===== config.mk =====
export PLATFORM = sky130hd
export DESIGN_NAME = pipe_stage_buf
export DESIGN_NICKNAME = d
export VERILOG_FILES = /design/src/rtl/pipe_stage_buf.sv
export SDC_FILE = /design/constraint.sdc
export NUM_CORES = 1
export LEC_CHECK = 0
export ABC_AREA = 1
export CAP_MARGIN = 20
export CORE_ASPECT_RATIO = 0.8
export CORE_MARGIN = 1.5
export CORE_UTILIZATION = 45
export CTS_CLUSTER_DIAMETER = 150
export DETAILED_ROUTE_END_ITERATION = 8
export PLACE_DENSITY = 0.82
export SYNTH_ARGS = -nofsm -noshare
export SYNTH_HDL_FRONTEND = slang
export SYNTH_SLANG_ARGS = --single-unit

===== constraint.sdc =====
create_clock -name clk -period 3.1 [get_ports clk]
set_input_delay 0.465 -clock clk [delete_from_list [all_inputs] [get_ports clk]]
set_output_delay 0.465 -clock clk [all_outputs]
set_load 0.01 [all_outputs]

===== src/rtl/pipe_stage_buf.sv =====
// Pipeline stage register with valid/ready handshake, optional skid entry,
// bubble-zeroed control field and a saturating downstream-stall counter.
module pipe_stage_buf #(
  parameter int unsigned DATA_W     = 96,
  parameter int unsigned CTRL_W     = 12,
  parameter int unsigned SKID       = 1,
  parameter int unsigned CLEAR_DATA = 1,
  parameter int unsigned STAT_W     = 16
) (
  input  logic              clk,
  input  logic              rst,
  input  logic              flush,
  input  logic              in_valid,
  output logic              in_ready,
  input  logic [CTRL_W-1:0] in_ctrl,
  input  logic [DATA_W-1:0] in_data,
  output logic              out_valid,
  input  logic              out_ready,
  output logic [CTRL_W-1:0] out_ctrl,
  output logic [DATA_W-1:0] out_data,
  output logic [1:0]        occupancy,
  output logic [STAT_W-1:0] stall_cnt
);

  localparam logic [STAT_W-1:0] STALL_MAX = {STAT_W{1'b1}};

  typedef enum logic [1:0] {
    EMPTY = 2'd0,
    ONE   = 2'd1,
    FULL  = 2'd2
  } state_t;

  state_t              state_q, state_d;
  logic                m_valid_q, m_valid_d;
  logic                s_valid_q, s_valid_d;
  logic [CTRL_W-1:0]   m_ctrl_q, m_ctrl_d, s_ctrl_q, s_ctrl_d;
  logic [DATA_W-1:0]   m_data_q, m_data_d, s_data_q, s_data_d;
  logic [1:0]          occ_q, occ_d;
  logic [STAT_W-1:0]   stall_q, stall_d;
  logic                xfer_in, xfer_out;

  // Skid mode registers in_ready off S; single-entry mode lets a release free M in the same cycle.
  assign in_ready = (SKID != 0) ? (!s_valid_q && !flush && !rst)
                                : ((!m_valid_q || out_ready) && !flush && !rst);

  assign xfer_in  = in_valid && in_ready;
  assign xfer_out = m_valid_q && out_ready;

  assign out_valid = m_valid_q;
  assign out_ctrl  = m_ctrl_q;
  assign out_data  = m_data_q;
  assign occupancy = occ_q;
  assign stall_cnt = stall_q;

  // State and payload registers
  always_ff @(posedge clk) begin
    if (rst) begin
      state_q   <= EMPTY;
      m_valid_q <= 1'b0;
      s_valid_q <= 1'b0;
      m_ctrl_q  <= '0;
      s_ctrl_q  <= '0;
      m_data_q  <= '0;
      s_data_q  <= '0;
      occ_q     <= 2'd0;
      stall_q   <= '0;
    end else begin
      state_q   <= state_d;
      m_valid_q <= m_valid_d;
      s_valid_q <= s_valid_d;
      m_ctrl_q  <= m_ctrl_d;
      s_ctrl_q  <= s_ctrl_d;
      m_data_q  <= m_data_d;
      s_data_q  <= s_data_d;
      occ_q     <= occ_d;
      stall_q   <= stall_d;
    end
  end

  // Next-state and payload movement
  always_comb begin
    state_d  = state_q;
    m_ctrl_d = m_ctrl_q;
    m_data_d = m_data_q;
    s_ctrl_d = s_ctrl_q;
    s_data_d = s_data_q;
    stall_d  = stall_q;

    if (m_valid_q && !out_ready && (stall_q != STALL_MAX)) begin
      stall_d = stall_q + STAT_W'(1);
    end

    if (flush) begin
      state_d  = EMPTY;
      m_ctrl_d = '0;
      s_ctrl_d = '0;
      if (CLEAR_DATA != 0) begin
        m_data_d = '0;
        s_data_d = '0;
      end
    end else begin
      case (state_q)
        EMPTY: begin
          if (xfer_in) begin
            state_d  = ONE;
            m_ctrl_d = in_ctrl;
            m_data_d = in_data;
          end
        end
        ONE: begin
          if (xfer_in && xfer_out) begin
            m_ctrl_d = in_ctrl;
            m_data_d = in_data;
          end else if (xfer_in && (SKID != 0)) begin
            state_d  = FULL;
            s_ctrl_d = in_ctrl;
            s_data_d = in_data;
          end else if (xfer_out) begin
            state_d  = EMPTY;
            m_ctrl_d = '0;
            if (CLEAR_DATA != 0) m_data_d = '0;
          end
        end
        FULL: begin
          if (xfer_out) begin
            state_d  = ONE;
            m_ctrl_d = s_ctrl_q;
            m_data_d = s_data_q;
            s_ctrl_d = '0;
            if (CLEAR_DATA != 0) s_data_d = '0;
          end
        end
        default: begin
          state_d = EMPTY;
        end
      endcase
    end

    m_valid_d = (state_d != EMPTY);
    s_valid_d = (state_d == FULL);
    case (state_d)
      ONE:     occ_d = 2'd1;
      FULL:    occ_d = 2'd2;
      default: occ_d = 2'd0;
    endcase
  end

endmodule

### After elaboration in Yosys (flattened, before gate mapping)

Index checks and enable logic that the tools add are counted.

* add/sub/neg operators: 1
* multiplexer cells: 24
* reductions and logical operators: 18
* equality and inequality tests: 11

Operator list (number)
* two-way mux 96 bit: 6
* case mux 96 bit (3 select lines): 1
* case mux 96 bit (2 select lines): 1
* two-way mux 12 bit: 6
* case mux 12 bit (3 select lines): 1
* case mux 12 bit (2 select lines): 1
* adder 16 x 1 -> 16 bit (second input constant): 1
* inequality test 16 bit (second input constant): 1
* two-way mux 2 bit: 6
* inequality test 2 bit (second input constant): 4
* logical AND 1 bit: 7
* inequality test 3 bit (second input constant): 2
* case mux 2 bit (3 select lines): 1
* AND reduction 5 bit: 1
* equality test 2 x 1 -> 1 bit (second input constant): 2
* equality test 2 bit (second input constant): 2
* zero test 1 bit: 4
* case mux 2 bit (2 select lines): 1
* AND reduction 4 bit: 1
* nonzero test 2 bit: 2
* nonzero test 3 bit: 1
* zero test 2 bit: 1
* OR reduction 2 bit: 1

* input port bits: 113
* register bits after elaboration: 238
* word-level logic and storage cells: 63

### Longest topological paths before layout

* depth in word-level cells: 10
* depth in mapped cells: 10
* depth with buffers taken out: 10

### Least setup slack after synthesis

OpenSTA, ideal clock, no wires.

* path kind: register to register
* from: reg state_q[1]
* to: reg m_data_q[48], in the netlist out_data[48]
* arrival time: 1.645 ns
* library setup time: 0.070 ns
* slack: 1.385 ns
* path buffers: 2
* cell stages (with the launch flop): 9
* cell sequence: dfxtp_1 -> inv_1 -> ha_1 -> nand2_1 -> inv_2 -> clkbuf_1 -> buf_1 -> a21oi_1 -> a21oi_1

* cells in the longest elaborated chain, start to end: 3
* elaborated cells on any way between the ends: 10

RTL lines
* from (decl): line 33 `state_t state_q, state_d;`
* from (signal assigned): line 68 `state_q <= state_d;`
* equality test 2 x 1 -> 1 bit, or another cell as far along: line 102 `case (state_q)`
* inequality test 3 bit (no line), or another cell as far along
* AND reduction 5 bit (no line)
* to (signal assigned): line 73 `m_data_q <= m_data_d;`
* to (decl): line 37 `logic [DATA_W-1:0] m_data_q, m_data_d, s_data_q, s_data_d;`

Parallel ways exist; a longest one is shown, timed or not.
A chain may end at the register's enable or synchronous reset.

### Final worst setup path

* from: in flush
* to: out in_ready

* cells in the longest elaborated chain, start to end: 3

RTL lines
* from (decl): line 12 `input logic flush,`
* zero test 1 bit
* logical AND 1 bit (2 in a row): line 43 `assign in_ready = (SKID != 0) ? (!s_valid_q && !flush && !rst)`
* to (decl): line 14 `output logic in_ready,`

No other way between the ends.

==> summary.md <==
| Metric | Value |
|---|---|
| Crit path kind | input port to primary output |
| Util after Layout | roughly three fifths |
| Worst IR drop on VDD | approximately 360 µV |
| Distinct cells, synth | 26 |
| Post-Syn Nets | 1721 |
| Share of cells above drive strength 1 | around 3.4% |
| Synthesized area | 10600 µm² |
| Largest net degree at the start of global routing | 142 |
| Seq/Total Area, Yosys | between 40% and 50% |
| Detailed Place HPWL | roughly 18 mm |
| CTS H-tree lvls | 1 |
| RSZ-0062 raised after global routing | false |
| Clock Skews | 7.91 ps |
| Area Growth Syn to Fin | 31.3% |
| Share of the synthesized area in the top cell type | about 45% |
| Cells after Synth | about 1600 |
| CTS Buf Count | 25 |
| Avg WL per Cell | roughly 14 µm |
| Die ar. | 24400 µm² |
| Clock root cell | clkbuf_16 |
| Worst reg-to-reg path cell count | 7 |
| Status | complete, no violations |
| Hold wc startpoint | s_data_q[55]$_SDFFE_PP0P_ |
| Vias/cell | 5.10 |
| Setup bufs post-CTS | 0 |
| Clk_lat worst skew | 500 ps |
| Final ANT Viol Nets | 0 |
| Critical path data arrival time | a little over 2000 ps |
| Static leakage | between 6 and 7 nW |
| HP Class | flop to flop |
| Final Cycle Share | between 80% and 90% |
| Antenna diode count | 0 |
| Die span in x | between 150 and 200 µm |
| PostCTS Resize Cnt | 0 |
| Final min period | 2540 ps |
| Hold endpoint | s_data_q[55]$_SDFFE_PP0P_ |
| Synth area leader | dfxtp_1 |
| Post-synthesis register bit count | roughly 240 |
| Mean Syn Cell Area | roughly 6.6 µm² |
| CP Capture Type | primary output |
| CP Launch Type | input port |
| Core area | about 23000 µm² |
| Setup TNS | 0 ps |
| Worst slack at placement | about 580 ps |
| Buffers on Ports | 240 |
| # nets final | around 1900 |
| Initial antenna violation count | 0 |
| WP data required | 2630 ps |
| R2R setup slack | 860 ps |
| Final setup viols | 0 |
| Clk slew on worst S/H paths | around 50 ps |
| Placer Congestion | around 0.85 |
| Reg-to-Reg Start | state_q[0]$_SDFF_PP0_ |
| Number of hold buffers added after cts | 0 |
| DRT iter0 DRCs | roughly 940 |
| GR Util All Layers | between 20 and 25% |
| Power after layout | 6.84 mW |
| Slew HR | 47.8% |
| CP max FO | 8 |
| Remaining global-route overflow | 0 |
| PD cells | 493 nW/µm² |
| Slew Viols, Final | 0 |
| RR Endpoint | out_valid$_SDFF_PP0_ |
| Clock Path Buffers | 3 |
| Pre-antenna DRT Iters | 5 |
| Clock Sinks | 237 |
| F_max | ~390 MHz |
| Io pins | between 200 and 250 |
| Hold path depth | 2 |
| Drt drc | 0 |
| Initial core utilization | between 40% and 50% |
| Synth area leaders | dfxtp_1, nand2_1, a21oi_1 |
| Final wirelength | around 29 mm |
| Worst slew pin tran | roughly 780 ps |
| Max_cap viols | 0 |
| Total number of vias | 10700 |
| Final Hold Fails | 0 |
| CTS tree | built |
| Final Worst Setup Slack | about 560 ps |
| Worst hold margin | between 400 and 500 ps |
| Vias in the first global route | 9915 |
| Yosys Warn Count | 0 |
| First-pass GRT wire length | ~47 mm |
| Die height | between 100 and 150 µm |
| Row cnt | 49 |
| Fillers | 1961 |
[cells by family (layout without fill, tap and decap cells)]
family                   Yosys count  in the layout  synth area share [%]
adder cells (fa/ha/maj)            5              5                 0.592
AND/OR/NAND/NOR                  766            766                  27.6
AO/OA/AOI/OAI                    348            348                  16.7
buffers and inverters            240            429                  9.73
flip-flops                       237            237                  44.9
XOR/XNOR                           7              7                 0.580
[synth_stat cells]
library cell  instances
inv_1               130
buf_2                39
nand4_1               3
xnor2_1               5
ha_1                  5
nand2_1             610
xor2_1                2
nand3_1              11
a21boi_2              1
nor2_1              137
o211ai_1              1
buf_1                 6
a21oi_4               1
nand4_2               1
dfxtp_1             237
nor3_1                1
buf_6                 5
buf_4                11
o21ai_0              23
clkbuf_1             48
a21oi_1             229
nand2_2               1
inv_2                 1
nor2_2                1
nand3b_1              1
o21ai_1              93
[placed cells by master (no fill, tap or decap), types with 8 or more instances in the layout]
| cell type | netlist | final |
|---|---|---|
| a21oi_1 | 229 | 229 |
| buf_12 | 0 | 8 |
| buf_4 | 11 | 8 |
| clkbuf_16 | 0 | 25 |
| clkdlybuf4s50_1 | 0 | 240 |
| dfxtp_1 | 237 | 237 |
| inv_1 | 130 | 128 |
| nand2_1 | 610 | 610 |
| nand3_1 | 11 | 11 |
| nor2_1 | 137 | 137 |
| o21ai_0 | 23 | 23 |
| o21ai_1 | 93 | 93 |
[registers in the layout, indices dropped and copies added (netlist names)]
name,cells
out_valid,1
stall_cnt,16
out_data,96
s_valid_q,1
s_data_q,96
occupancy,1
s_ctrl_q,12
state_q,2
out_ctrl,12
[worst max-delay path, cell delays in order]
cell and delay [ps]:
clkdlybuf4s50_1 450, nor2_4 290, clkinv_2 140, nor2_1 160, clkdlybuf4s50_1 560
[final cells by class]
cell class                      count  area, µm²  area share, %
Inverter                          131        495           3.57
Clock buffer                       36        727           5.23
Tap cell                          306        383           2.76
Multi-Input combinational cell   1126       4810           34.6
Timing Repair Buffer              256       2620           18.9
Clock inverter                      6        105          0.757
Sequential cell                   237       4740           34.2
[layer usage]
layer / global-route usage, % / vias up / part of all wire (%)
met1: 32.0 / 4870 / 46
met4: 6.40 / 0 / 2.2
met2: 37.0 / 448 / 45
met5: 0 / - / 0
li1: - / 5330 / -
met3: 3.61 / 52 / 7.4
[where the power goes]
part           internal, mW  switching, mW  total, mW
Combinational         0.324          0.353      0.677
Sequential             3.10         0.0318       3.13
Clock                  1.86           1.18       3.04
[how the worst max path moves through the flow]
stage	startpoint	end	slack, ps
final	flush	in_ready	560
after global routing	rst	in_ready	520
after CTS	flush	in_ready	560
after detailed placement	flush	in_ready	580
after global placement	rst	in_ready	580
after floorplan	state_q[1]$_SDFF_PP0_	out_data[48]$_SDFFE_PP0P_	1390
[stage by stage]
| step | cell area, µm² | instances |
|---|---|---|
| global route | 13900 | 2098 |
| CTS | 13900 | 2098 |
| floorplan | 10600 | 1603 |
| global placement | 13100 | 2056 |
| detailed placement | 13100 | 2056 |
| finish | 13900 | 2098 |
No activity file was read; power rests on OpenSTA's default activity.
